[config.mk]
export PLATFORM = sky130hd
export DESIGN_NAME = tlp_tx_framer_flat
export DESIGN_NICKNAME = d
export VERILOG_FILES = /design/src/rtl/tlp_tx_framer_pkg.sv /design/src/rtl/tlp_tx_framer_if.sv /design/src/rtl/tlp_tx_framer_hdr_pack.sv /design/src/rtl/tlp_tx_framer.sv /design/src/flat_wrapper.sv
export SDC_FILE = /design/constraint.sdc
export NUM_CORES = 1
export LEC_CHECK = 0
export CAP_MARGIN = 20
export CORE_ASPECT_RATIO = 1.4
export CORE_MARGIN = 10
export CORE_UTILIZATION = 25
export DETAILED_ROUTE_END_ITERATION = 12
export DONT_BUFFER_PORTS = 1
export PLACE_DENSITY = 0.42
export RECOVER_POWER = 50
export SETUP_SLACK_MARGIN = 0.4
export SLEW_MARGIN = 20
export SYNTH_ARGS = -nofsm -noshare
export SYNTH_HDL_FRONTEND = slang
export SYNTH_SLANG_ARGS = --single-unit
[constraint.sdc]
create_clock -name clk -period 2.85 [get_ports clk]
set_input_delay 0.57 -clock clk [delete_from_list [all_inputs] [get_ports clk]]
set_output_delay 0.57 -clock clk [all_outputs]
set_load 0.1 [all_outputs]
[src/rtl/tlp_tx_framer_pkg.sv]
// rtl/tlp_tx_framer_pkg.sv - shared TLP encodings, framer state type and length helpers
package pcie_tlp_pkg;

  localparam logic [2:0] FMT_3DW_NODATA = 3'b000;
  localparam logic [2:0] FMT_4DW_NODATA = 3'b001;
  localparam logic [2:0] FMT_3DW_DATA   = 3'b010;
  localparam logic [2:0] FMT_4DW_DATA   = 3'b011;

  localparam int MAX_LEN_DW = 1024;

  typedef enum logic [1:0] {
    ST_IDLE,
    ST_HDR,
    ST_PAYLOAD
  } framer_state_t;

  // A zero Length field encodes the maximum TLP length.
  function automatic logic [10:0] tlp_len_dw(input logic [9:0] length);
    return (length == 10'd0) ? 11'(MAX_LEN_DW) : {1'b0, length};
  endfunction

  function automatic logic fmt_is_4dw(input logic [2:0] fmt);
    return (fmt & FMT_4DW_NODATA) == FMT_4DW_NODATA;
  endfunction

  function automatic logic fmt_has_data(input logic [2:0] fmt);
    return (fmt & FMT_3DW_DATA) == FMT_3DW_DATA;
  endfunction

endpackage

[src/rtl/tlp_tx_framer_if.sv]
// rtl/tlp_tx_framer_if.sv - request, payload and transmit stream bundle for the TLP framer
interface tlp_tx_framer_if;

  logic        req_valid;
  logic        req_ready;
  logic [2:0]  req_fmt;
  logic [4:0]  req_type;
  logic [2:0]  req_tc;
  logic        req_td;
  logic        req_ep;
  logic [1:0]  req_attr;
  logic [9:0]  req_length;
  logic [15:0] req_requester_id;
  logic [7:0]  req_tag;
  logic [3:0]  req_last_be;
  logic [3:0]  req_first_be;
  logic [63:0] req_addr;

  logic        pl_valid;
  logic        pl_ready;
  logic [31:0] pl_data;

  logic        tx_valid;
  logic        tx_ready;
  logic [31:0] tx_data;
  logic        tx_sop;
  logic        tx_eop;

  modport master (
    output req_valid, req_fmt, req_type, req_tc, req_td, req_ep, req_attr,
           req_length, req_requester_id, req_tag, req_last_be, req_first_be,
           req_addr, pl_valid, pl_data, tx_ready,
    input  req_ready, pl_ready, tx_valid, tx_data, tx_sop, tx_eop
  );

  modport slave (
    input  req_valid, req_fmt, req_type, req_tc, req_td, req_ep, req_attr,
           req_length, req_requester_id, req_tag, req_last_be, req_first_be,
           req_addr, pl_valid, pl_data, tx_ready,
    output req_ready, pl_ready, tx_valid, tx_data, tx_sop, tx_eop
  );

endinterface

[src/rtl/tlp_tx_framer_hdr_pack.sv]
// rtl/tlp_tx_framer_hdr_pack.sv - packs latched request fields into 3DW/4DW PCIe header DWs
module tlp_hdr_pack (
  input  logic [2:0]  fmt,
  input  logic [4:0]  tlp_type,
  input  logic [2:0]  tc,
  input  logic        td,
  input  logic        ep,
  input  logic [1:0]  attr,
  input  logic [9:0]  length,
  input  logic [15:0] requester_id,
  input  logic [7:0]  tag,
  input  logic [3:0]  last_be,
  input  logic [3:0]  first_be,
  input  logic [63:2] addr,
  output logic [31:0] dw0,
  output logic [31:0] dw1,
  output logic [31:0] dw2,
  output logic [31:0] dw3,
  output logic [1:0]  hdr_last
);
  import pcie_tlp_pkg::*;

  always_comb begin
    dw0 = {fmt, tlp_type, 1'b0, tc, 4'b0000, td, ep, attr, 2'b00, length};
    dw1 = {requester_id, tag, last_be, first_be};
    if (fmt_is_4dw(fmt)) begin
      dw2      = addr[63:32];
      dw3      = {addr[31:2], 2'b00};
      hdr_last = 2'd3;
    end else begin
      // 3DW headers carry only the low address; the upper half is dropped.
      dw2      = {addr[31:2], 2'b00};
      dw3      = 32'd0;
      hdr_last = 2'd2;
    end
  end

endmodule

[src/rtl/tlp_tx_framer.sv]
// rtl/tlp_tx_framer.sv - frames decoded TLP requests into a 32-bit header+payload transmit stream
module tlp_tx_framer #(
  parameter int MAX_PAYLOAD_DW = 1024,
  parameter int CNT_W          = 16
) (
  input  logic             clk,
  input  logic             rst,
  tlp_tx_framer_if.slave   bus,
  output logic             len_err,
  output logic [CNT_W-1:0] tlp_count
);
  import pcie_tlp_pkg::*;

  localparam logic [10:0] MAX_DW = 11'(MAX_PAYLOAD_DW);

  framer_state_t state;
  logic          req_ready_r;
  logic [1:0]    hdr_idx;
  logic [10:0]   pl_cnt;

  logic [2:0]    r_fmt;
  logic [4:0]    r_type;
  logic [2:0]    r_tc;
  logic          r_td;
  logic          r_ep;
  logic [1:0]    r_attr;
  logic [9:0]    r_length;
  logic [15:0]   r_rid;
  logic [7:0]    r_tag;
  logic [3:0]    r_last_be;
  logic [3:0]    r_first_be;
  logic [63:2]   r_addr;

  logic [31:0]   dw0, dw1, dw2, dw3;
  logic [1:0]    hdr_last;
  logic [10:0]   in_len_dw;
  logic          unused_req_addr_lo;

  logic          tx_valid_c;
  logic [31:0]   tx_data_c;
  logic          tx_sop_c;
  logic          tx_eop_c;
  logic          pl_ready_c;

  assign in_len_dw          = tlp_len_dw(bus.req_length);
  assign unused_req_addr_lo = ^bus.req_addr[1:0];

  tlp_hdr_pack u_hdr_pack (
    .fmt          (r_fmt),
    .tlp_type     (r_type),
    .tc           (r_tc),
    .td           (r_td),
    .ep           (r_ep),
    .attr         (r_attr),
    .length       (r_length),
    .requester_id (r_rid),
    .tag          (r_tag),
    .last_be      (r_last_be),
    .first_be     (r_first_be),
    .addr         (r_addr),
    .dw0          (dw0),
    .dw1          (dw1),
    .dw2          (dw2),
    .dw3          (dw3),
    .hdr_last     (hdr_last)
  );

  always_ff @(posedge clk) begin
    if (rst) begin
      state       <= ST_IDLE;
      req_ready_r <= 1'b1;
      len_err     <= 1'b0;
      tlp_count   <= '0;
      hdr_idx     <= 2'd0;
      pl_cnt      <= 11'd0;
      r_fmt       <= '0;
      r_type      <= '0;
      r_tc        <= '0;
      r_td        <= 1'b0;
      r_ep        <= 1'b0;
      r_attr      <= '0;
      r_length    <= '0;
      r_rid       <= '0;
      r_tag       <= '0;
      r_last_be   <= '0;
      r_first_be  <= '0;
      r_addr      <= '0;
    end else begin
      len_err <= 1'b0;
      case (state)
        ST_IDLE: begin
          if (bus.req_valid) begin
            r_fmt      <= bus.req_fmt;
            r_type     <= bus.req_type;
            r_tc       <= bus.req_tc;
            r_td       <= bus.req_td;
            r_ep       <= bus.req_ep;
            r_attr     <= bus.req_attr;
            r_length   <= bus.req_length;
            r_rid      <= bus.req_requester_id;
            r_tag      <= bus.req_tag;
            r_last_be  <= bus.req_last_be;
            r_first_be <= bus.req_first_be;
            r_addr     <= bus.req_addr[63:2];
            // Oversized writes are dropped here; nothing reaches the stream.
            if (fmt_has_data(bus.req_fmt) && (in_len_dw > MAX_DW)) begin
              len_err <= 1'b1;
            end else begin
              state       <= ST_HDR;
              hdr_idx     <= 2'd0;
              req_ready_r <= 1'b0;
            end
          end
        end
        ST_HDR: begin
          if (bus.tx_ready) begin
            if (hdr_idx == hdr_last) begin
              if (fmt_has_data(r_fmt)) begin
                state  <= ST_PAYLOAD;
                pl_cnt <= tlp_len_dw(r_length);
              end else begin
                state       <= ST_IDLE;
                req_ready_r <= 1'b1;
                tlp_count   <= tlp_count + CNT_W'(1);
              end
            end else begin
              hdr_idx <= hdr_idx + 2'd1;
            end
          end
        end
        ST_PAYLOAD: begin
          if (bus.pl_valid && bus.tx_ready) begin
            pl_cnt <= pl_cnt - 11'd1;
            if (pl_cnt == 11'd1) begin
              state       <= ST_IDLE;
              req_ready_r <= 1'b1;
              tlp_count   <= tlp_count + CNT_W'(1);
            end
          end
        end
        default: state <= ST_IDLE;
      endcase
    end
  end

  // Header beats come from captured registers; payload beats pass straight through.
  always_comb begin
    tx_valid_c = 1'b0;
    tx_data_c  = 32'd0;
    tx_sop_c   = 1'b0;
    tx_eop_c   = 1'b0;
    pl_ready_c = 1'b0;
    case (state)
      ST_HDR: begin
        tx_valid_c = 1'b1;
        case (hdr_idx)
          2'd0:    tx_data_c = dw0;
          2'd1:    tx_data_c = dw1;
          2'd2:    tx_data_c = dw2;
          default: tx_data_c = dw3;
        endcase
        tx_sop_c = (hdr_idx == 2'd0);
        tx_eop_c = (hdr_idx == hdr_last) && !fmt_has_data(r_fmt);
      end
      ST_PAYLOAD: begin
        tx_valid_c = bus.pl_valid;
        tx_data_c  = bus.pl_data;
        tx_eop_c   = (pl_cnt == 11'd1);
        pl_ready_c = bus.tx_ready;
      end
      default: ;
    endcase
  end

  assign bus.req_ready = req_ready_r;
  assign bus.tx_valid  = tx_valid_c;
  assign bus.tx_data   = tx_data_c;
  assign bus.tx_sop    = tx_sop_c;
  assign bus.tx_eop    = tx_eop_c;
  assign bus.pl_ready  = pl_ready_c;

endmodule

[src/flat_wrapper.sv]
// flat-port wrapper written by rule: the top's interface ports become plain ports
module tlp_tx_framer_flat import pcie_tlp_pkg::*;
#(
  parameter int MAX_PAYLOAD_DW = 1024,
  parameter int CNT_W          = 16
)
  (clk, rst, len_err, tlp_count, bus_req_valid, bus_req_fmt, bus_req_type, bus_req_tc, bus_req_td, bus_req_ep, bus_req_attr, bus_req_length, bus_req_requester_id, bus_req_tag, bus_req_last_be, bus_req_first_be, bus_req_addr, bus_pl_valid, bus_pl_data, bus_tx_ready, bus_req_ready, bus_pl_ready, bus_tx_valid, bus_tx_data, bus_tx_sop, bus_tx_eop);
  tlp_tx_framer_if bus_i ();
  input  logic clk;
  input  logic rst;
  output logic len_err;
  output logic [CNT_W-1:0] tlp_count;
  input wire logic [$bits(bus_i.req_valid)-1:0] bus_req_valid;
  input wire logic [$bits(bus_i.req_fmt)-1:0] bus_req_fmt;
  input wire logic [$bits(bus_i.req_type)-1:0] bus_req_type;
  input wire logic [$bits(bus_i.req_tc)-1:0] bus_req_tc;
  input wire logic [$bits(bus_i.req_td)-1:0] bus_req_td;
  input wire logic [$bits(bus_i.req_ep)-1:0] bus_req_ep;
  input wire logic [$bits(bus_i.req_attr)-1:0] bus_req_attr;
  input wire logic [$bits(bus_i.req_length)-1:0] bus_req_length;
  input wire logic [$bits(bus_i.req_requester_id)-1:0] bus_req_requester_id;
  input wire logic [$bits(bus_i.req_tag)-1:0] bus_req_tag;
  input wire logic [$bits(bus_i.req_last_be)-1:0] bus_req_last_be;
  input wire logic [$bits(bus_i.req_first_be)-1:0] bus_req_first_be;
  input wire logic [$bits(bus_i.req_addr)-1:0] bus_req_addr;
  input wire logic [$bits(bus_i.pl_valid)-1:0] bus_pl_valid;
  input wire logic [$bits(bus_i.pl_data)-1:0] bus_pl_data;
  input wire logic [$bits(bus_i.tx_ready)-1:0] bus_tx_ready;
  output wire logic [$bits(bus_i.req_ready)-1:0] bus_req_ready;
  output wire logic [$bits(bus_i.pl_ready)-1:0] bus_pl_ready;
  output wire logic [$bits(bus_i.tx_valid)-1:0] bus_tx_valid;
  output wire logic [$bits(bus_i.tx_data)-1:0] bus_tx_data;
  output wire logic [$bits(bus_i.tx_sop)-1:0] bus_tx_sop;
  output wire logic [$bits(bus_i.tx_eop)-1:0] bus_tx_eop;
  assign bus_i.req_valid = bus_req_valid;
  assign bus_i.req_fmt = bus_req_fmt;
  assign bus_i.req_type = bus_req_type;
  assign bus_i.req_tc = bus_req_tc;
  assign bus_i.req_td = bus_req_td;
  assign bus_i.req_ep = bus_req_ep;
  assign bus_i.req_attr = bus_req_attr;
  assign bus_i.req_length = bus_req_length;
  assign bus_i.req_requester_id = bus_req_requester_id;
  assign bus_i.req_tag = bus_req_tag;
  assign bus_i.req_last_be = bus_req_last_be;
  assign bus_i.req_first_be = bus_req_first_be;
  assign bus_i.req_addr = bus_req_addr;
  assign bus_i.pl_valid = bus_pl_valid;
  assign bus_i.pl_data = bus_pl_data;
  assign bus_i.tx_ready = bus_tx_ready;
  assign bus_req_ready = bus_i.req_ready;
  assign bus_pl_ready = bus_i.pl_ready;
  assign bus_tx_valid = bus_i.tx_valid;
  assign bus_tx_data = bus_i.tx_data;
  assign bus_tx_sop = bus_i.tx_sop;
  assign bus_tx_eop = bus_i.tx_eop;
  tlp_tx_framer #(.MAX_PAYLOAD_DW(MAX_PAYLOAD_DW), .CNT_W(CNT_W)) u_core (.clk(clk), .rst(rst), .bus(bus_i), .len_err(len_err), .tlp_count(tlp_count));
endmodule
======== After elaboration in Yosys (flattened, before gate mapping) ========
Index checks and enable logic that the tools add are counted.
word-level totals
  register bits after elaboration ......... 152
operators by class
  reduce and logical (&&, ||, !) cells .... 18
  equal/unequal tests ..................... 15
  bitwise logic cells ..................... 2
  add/sub/neg operators ................... 3
  magnitude comparators ................... 1
  mux-type cells .......................... 44
operators by type and width
  kind                     count
  $pmux W32 S3             1
  $mux W16                 5
  $mux W11                 6
  $mux W32                 2
  $pmux W32 S2             1
  $pmux W16 S2             1
  $mux W2                  11
  $pmux W11 S2             1
  $logic_not A10 Y1        2
  $add A16 B1 Y16 const B  1
  $reduce_and A6 Y1        2
  $eq A11 B1 Y1 const B    1
  $gt A11 B11 Y1 const B   1
  $mux W1                  11
  $sub A11 B1 Y11 const B  1
  $ne A2 B2 Y1 const B     5
  $reduce_and A5 Y1        2
  $ne A2 B1 Y1 const B     4
  $reduce_and A8 Y1        1
  $pmux W2 S3              1
  $eq A2 B1 Y1 const B     2
  $eq A2 B2 Y1 const B     2
  $logic_not A2 Y1         2
  $pmux W1 S2              2
  11 further kinds         15

======== Longest topological paths before layout ========
  depth in word-level cells ............... 7
  mapped depth ............................ 9
  depth with buffers taken out ............ 7

======== Modules after synthesis ========
From an unflattened synthesis, not the netlist that was laid out.
second synthesis, totals
  cells, all modules ...................... 1,097
  area, all modules ....................... 8,418.1 µm²
by module, submodules not included
  module         cells an instance  seq. area each (µm²)  times used  area each (µm²)
  tlp_tx_framer  958                3,042.9               1           7,175.6
  tlp_hdr_pack   139                0.0                   1           1,242.4

======== Worst setup path after synthesis ========
No wires, ideal clock.
  kind .................................... flip-flop to output port
  start point ............................. register u_core.hdr_idx[1]
  end point ............................... output bus_tx_data[31]
  arrival time ............................ 3.908 ns
  cell stages (with the launch flop) ...... 10
  setup slack ............................. -1.628 ns
  path buffers ............................ 2
  cell sequence ........................... dfxtp_1 > inv_1 > ha_1 > clkbuf_1 > clkbuf_1 > a22oi_1 > nand2_1 > a21oi_1 > a311o_1 > a21boi_0
between the ends
  cells in the longest elaborated chain, start to end .. 3
  elaborated cells on any way between the ends .. 5
  classes of those cells .................. eq/ne (2); mux (2); reduce/logical (1)
ends and longest elaborated chain
  what                                  line                  source
  from (decl)                           tlp_tx_framer.sv:18   logic [1:0] hdr_idx;
  from (signal assigned)                tlp_tx_framer.sv:127  hdr_idx <= hdr_idx + 2'd1;
  $eq A2 B2 Y1 (tied with other cells)  tlp_tx_framer.sv:156  case (hdr_idx)
  $pmux W32 S3 (*)                      tlp_tx_framer.sv:156
  $pmux W32 S2 (*)                      tlp_tx_framer.sv:153  case (state)
  to (decl)                             flat_wrapper.sv:32    output wire logic [$bits(bus_i.tx_data)-1:0] bus_tx_data;
Mark *: on every way between the ends. The rest lies on a longest branch, timed or not.

======== Final worst setup path ========
  start point ............................. register u_core.hdr_idx[1]
  end point ............................... output bus_tx_data[4]
Same word-level chain as after synthesis.

==> impl_metrics.yaml <==
sta:
  fin_crit_sh_pct: 97.3
  rsz0062_at_grt: "true"
  setup_viol: 0
  skew_ns: 0.00783
  finalHoldViolCount: 0
  fin_crit_ns: 2.77
  finalMaxSlewViolations: 0
  final.setup.worst_slack_ns: 0.0774
  worst_slew_pin_slew_ns: 1.35
  max_slew_margin_pct: 9.92
  max_freq_mhz: 361
synth:
  syn-mean-instance-area_um2: 7.24
  ys_top_cells_by_area: "dfxtp_1 39%, nand2_1 13%, a21oi_1 13%"
  ys_ff_latch: 152
  synth_top_cell_by_area: "dfxtp_1"
  syn_nets: 1245
  ys_seq_area_share_pct: 39.1
  yosys.area.top_type_share_pct: 39.1
  synth_edf_count: 0
  synth_ff_type: "dfxtp_1"
  async_reset_ff_share_pct: 0
  synthCells: 1076
  syn_area_um2: 7790
  yosysUniqueCellTypes: 61
  synth-warning-count: 0
cells_and_area:
  n_antenna_cell: 0
  final_net_count: 1274
  drive_gt1_share_pct: 22.2
  area_delta_synth_final_pct: 36.9
setup_path:
  worstPathRequired_ns: 2.28
  critical_path.startpoint: "u_core.hdr_idx[1]"
  cp_slowest_cell: "dfxtp_4"
  reg2reg_depth: 6
  worstSetupEndpoint: "bus_tx_data[4]"
  r2r_end: "u_core.r_addr[8]"
  path_class: "reg2out"
  reg2reg_from: "u_core.state[0]"
  start_kind: "flip-flop"
  cp_data_arrival_time_ns: 2.20
  crit_chain: "inv_6 -> ha_4 -> buf_6 -> a22o_1 -> nor2_1 -> o21ai_0 -> a22oi_2 -> nor2b_4 -> buf_12"
  cpPeakStageDelay_ns: 0.37
  crit_path_end_kind: "primary output"
  r2r_setup_slack_ns: 0.35
  cp_max_fo: 14
route:
  drc: 0
  ant_nets: 0
  firstDrtPassIters: 5
  post_drt_via_cell_ratio: 5.12
  wire_per_inst_um: 21.2
  drt_iter0_markers: 428
  wl_um: 32000
  vias: 7725
power_and_ir_drop:
  pwr-share-clk_pct: 41.0
  p_seq_share_pct: 41.8
  swShare_pct: 29.1
  comb_power_share_pct: 17.1
  vdd_drop_max_v: 0.000384
  power_density_nw_per_um2: 533
  power.leakage_nw: 3.59
  power.switching_mw: 1.66
  finalPower_mw: 5.69
  p_int_mw: 4.03
die:
  start_util_pct: 25.3
  dieHeight_um: 229
  die_area_um2: 38700
  rows: 76
  core_area_um2: 30800
  die_w_um: 169
  ios: 212
outcome:
  status: "finished, final reports clean"
place:
  dpl_worst_slack_ns: 0.315
  gp_congestion: 0.772
  dp_hpwl_um: 22100
  place.port_buffers: 0
hold_path:
  hp-class: "in2reg"
job:
  max-cap-violations: 0
clock_tree:
  clockBufferDepth: 2
  h-tree-depth: 4
  clock-root-buffer: "clkbuf_16"
  cts_buffers: 17
  clock-sinks: 152
  tritoncts: "yes"
  clkTransAtPathRegs_ns: 0.06
  clkLatencyLatePin_ns: 0.45
grt:
  grt_pass1_vias: 7648
  antenna_found_initial: 0
  grt_pass1_wl_um: 48000
  grt_start_max_net_pins: 157
  grt-ovfl-total: 0
  grt_usage_pct: 16.0
==> layout make-up <==
class / instances / area, µm²
multi-input combinational: 823 / 5040
tap: 390 / 488
clock inverter: 13 / 154
inverter: 14 / 72.6
sequential: 152 / 3060
timing repair inverter: 1 / 6.26
fill: 3276 / 20100
clock buffer: 19 / 443
timing repair buffer: 96 / 1400
==> worst min-delay path by stage <==
stage	start	to	slack, ns	cells after the start
global route	rst	u_core.tlp_count[7]	0.20	1
CTS	rst	u_core.tlp_count[5]	0.18	1
finish	rst	u_core.tlp_count[8]	0.21	1
detailed placement	u_core.r_addr[47]	u_core.r_addr[47]	0.44	2
global placement	u_core.r_addr[40]	u_core.r_addr[40]	0.44	2
floorplan	u_core.r_addr[34]	u_core.r_addr[34]	0.43	2
==> sequential cells by signal, indices dropped and copies added, names as in the netlist <==
name,flops
u_core.r_type,5
u_core.r_tc,3
u_core.len_err,1
u_core.state,2
u_core.pl_cnt,11
u_core.r_addr,62
u_core.r_fmt,3
u_core.r_tag,8
u_core.bus.req_ready,1
u_core.hdr_idx,2
u_core.r_td,1
u_core.r_first_be,4
u_core.r_rid,16
u_core.r_attr,2
u_core.r_ep,1
u_core.r_last_be,4
u_core.r_length,10
u_core.tlp_count,16
==> critical path, delay by kind of cell, from the launching register on <==
kind	cells	cell delay [ns]
AO/OA/AOI/OAI	3	0.53
adder cells (fa/ha/maj)	1	0.21
buffers and inverters	3	0.46
flip-flops	1	0.37
AND/OR/NAND/NOR	2	0.18
==> layout by cell type (no fill, tap or decap), types with 4 or more instances in the layout <==
cell type and count:
clkinv_2 5, o31ai_1 4, a22o_1 18, dfxtp_1 144, nor4_1 7, clkinvlp_4 4
xnor2_1 7, o2111ai_2 7, a21oi_2 10, a22oi_2 24, clkbuf_16 18, and2_4 4
nand2_1 278, buf_8 5, a31o_2 4, nand4_1 5, o21ai_0 59, buf_12 45
a21oi_1 188, inv_1 9, o21ai_1 10, a211oi_1 5, a21boi_4 9, buf_6 8
and2_1 4, dfxtp_4 4, dfxtp_2 4, buf_4 29, nor2b_4 23, ha_1 5
nor2_1 43, nand2b_1 25, ha_4 6, nand3_1 12, nor3_1 7
==> cell usage after synthesis (all sizes together) (3+ instances only) <==
master     n
a22o      20
clkbuf    76
inv       13
o21ai     69
buf       11
a22oi     24
o31ai      4
o2111ai    7
nand4      5
nor2b     24
a31oi      3
nor4      10
dfxtp    152
nor3       7
ha        11
xnor2      8
nand2b    25
a211oi     5
nand2    279
nand3     14
a21oi    201
o32ai      3
a21boi    10
or3        3
nor2      44
and2       8
a31o       4
==> logic make-up after synthesis <==
logic type / count (synthesis) / share of synthesized area, %
compound gates: 367 / 27.9
xor+xnor: 10 / 1.12
simple gates: 431 / 24.7
buf+inv: 101 / 5.03
fa+ha+maj: 11 / 1.77
mux: 3 / 0.401
flops: 152 / 39.1
other cells: 1 / 0.0481
==> per-layer routing <==
layer | wire length, µm | vias to the layer above | GRT usage [%]
met5 | 0 | - | 0
met4 | 714 | 0 | 5.49
met3 | 1840 | 34 | 4.04
met2 | 16400 | 215 | 27.9
met1 | 13100 | 3689 | 18.4
li1 | - | 3787 | -
==> stage by stage <==
stage | instances | TNS [ns] | hold slack [ns] | cell area (µm²) | util [%]
after CTS | 1504 | 0 | 0.176 | 10400 | 33.9
after floorplan | 1076 | 0 | 0.431 | 8110 | -
after detailed placement | 1455 | 0 | 0.439 | 9240 | 30.0
after global routing | 1508 | -0.0917 | 0.197 | 10700 | 34.6
after global placement | 1455 | 0 | 0.437 | 9240 | 30.0
final | 1508 | 0 | 0.212 | 10700 | 34.6
==> power by group through the flow <==
stage | Clock [mW] | Sequential (mW) | Combinational [mW]
2_1_floorplan | 0 | 2.41 | 0.644
3_3_place_gp | 0 | 2.42 | 0.859
3_5_place_dp | 0 | 2.42 | 0.866
4_1_cts | 2.41 | 2.38 | 0.950
5_1_grt | 2.48 | 2.40 | 1.07
6_report | 2.33 | 2.38 | 0.974
==> timing repair <==
| item | in CTS | in global routing |
|---|---|---|
| pin swaps | 26 | 31 |
| gates cloned | 4 | 1 |
| setup buffers | 13 | 3 |
| gates resized for setup | 92 | 56 |
| hold buffers | 0 | 0 |
| setup endpoints to repair | 36 | 35 |
(Power assumes the default switching activity.)
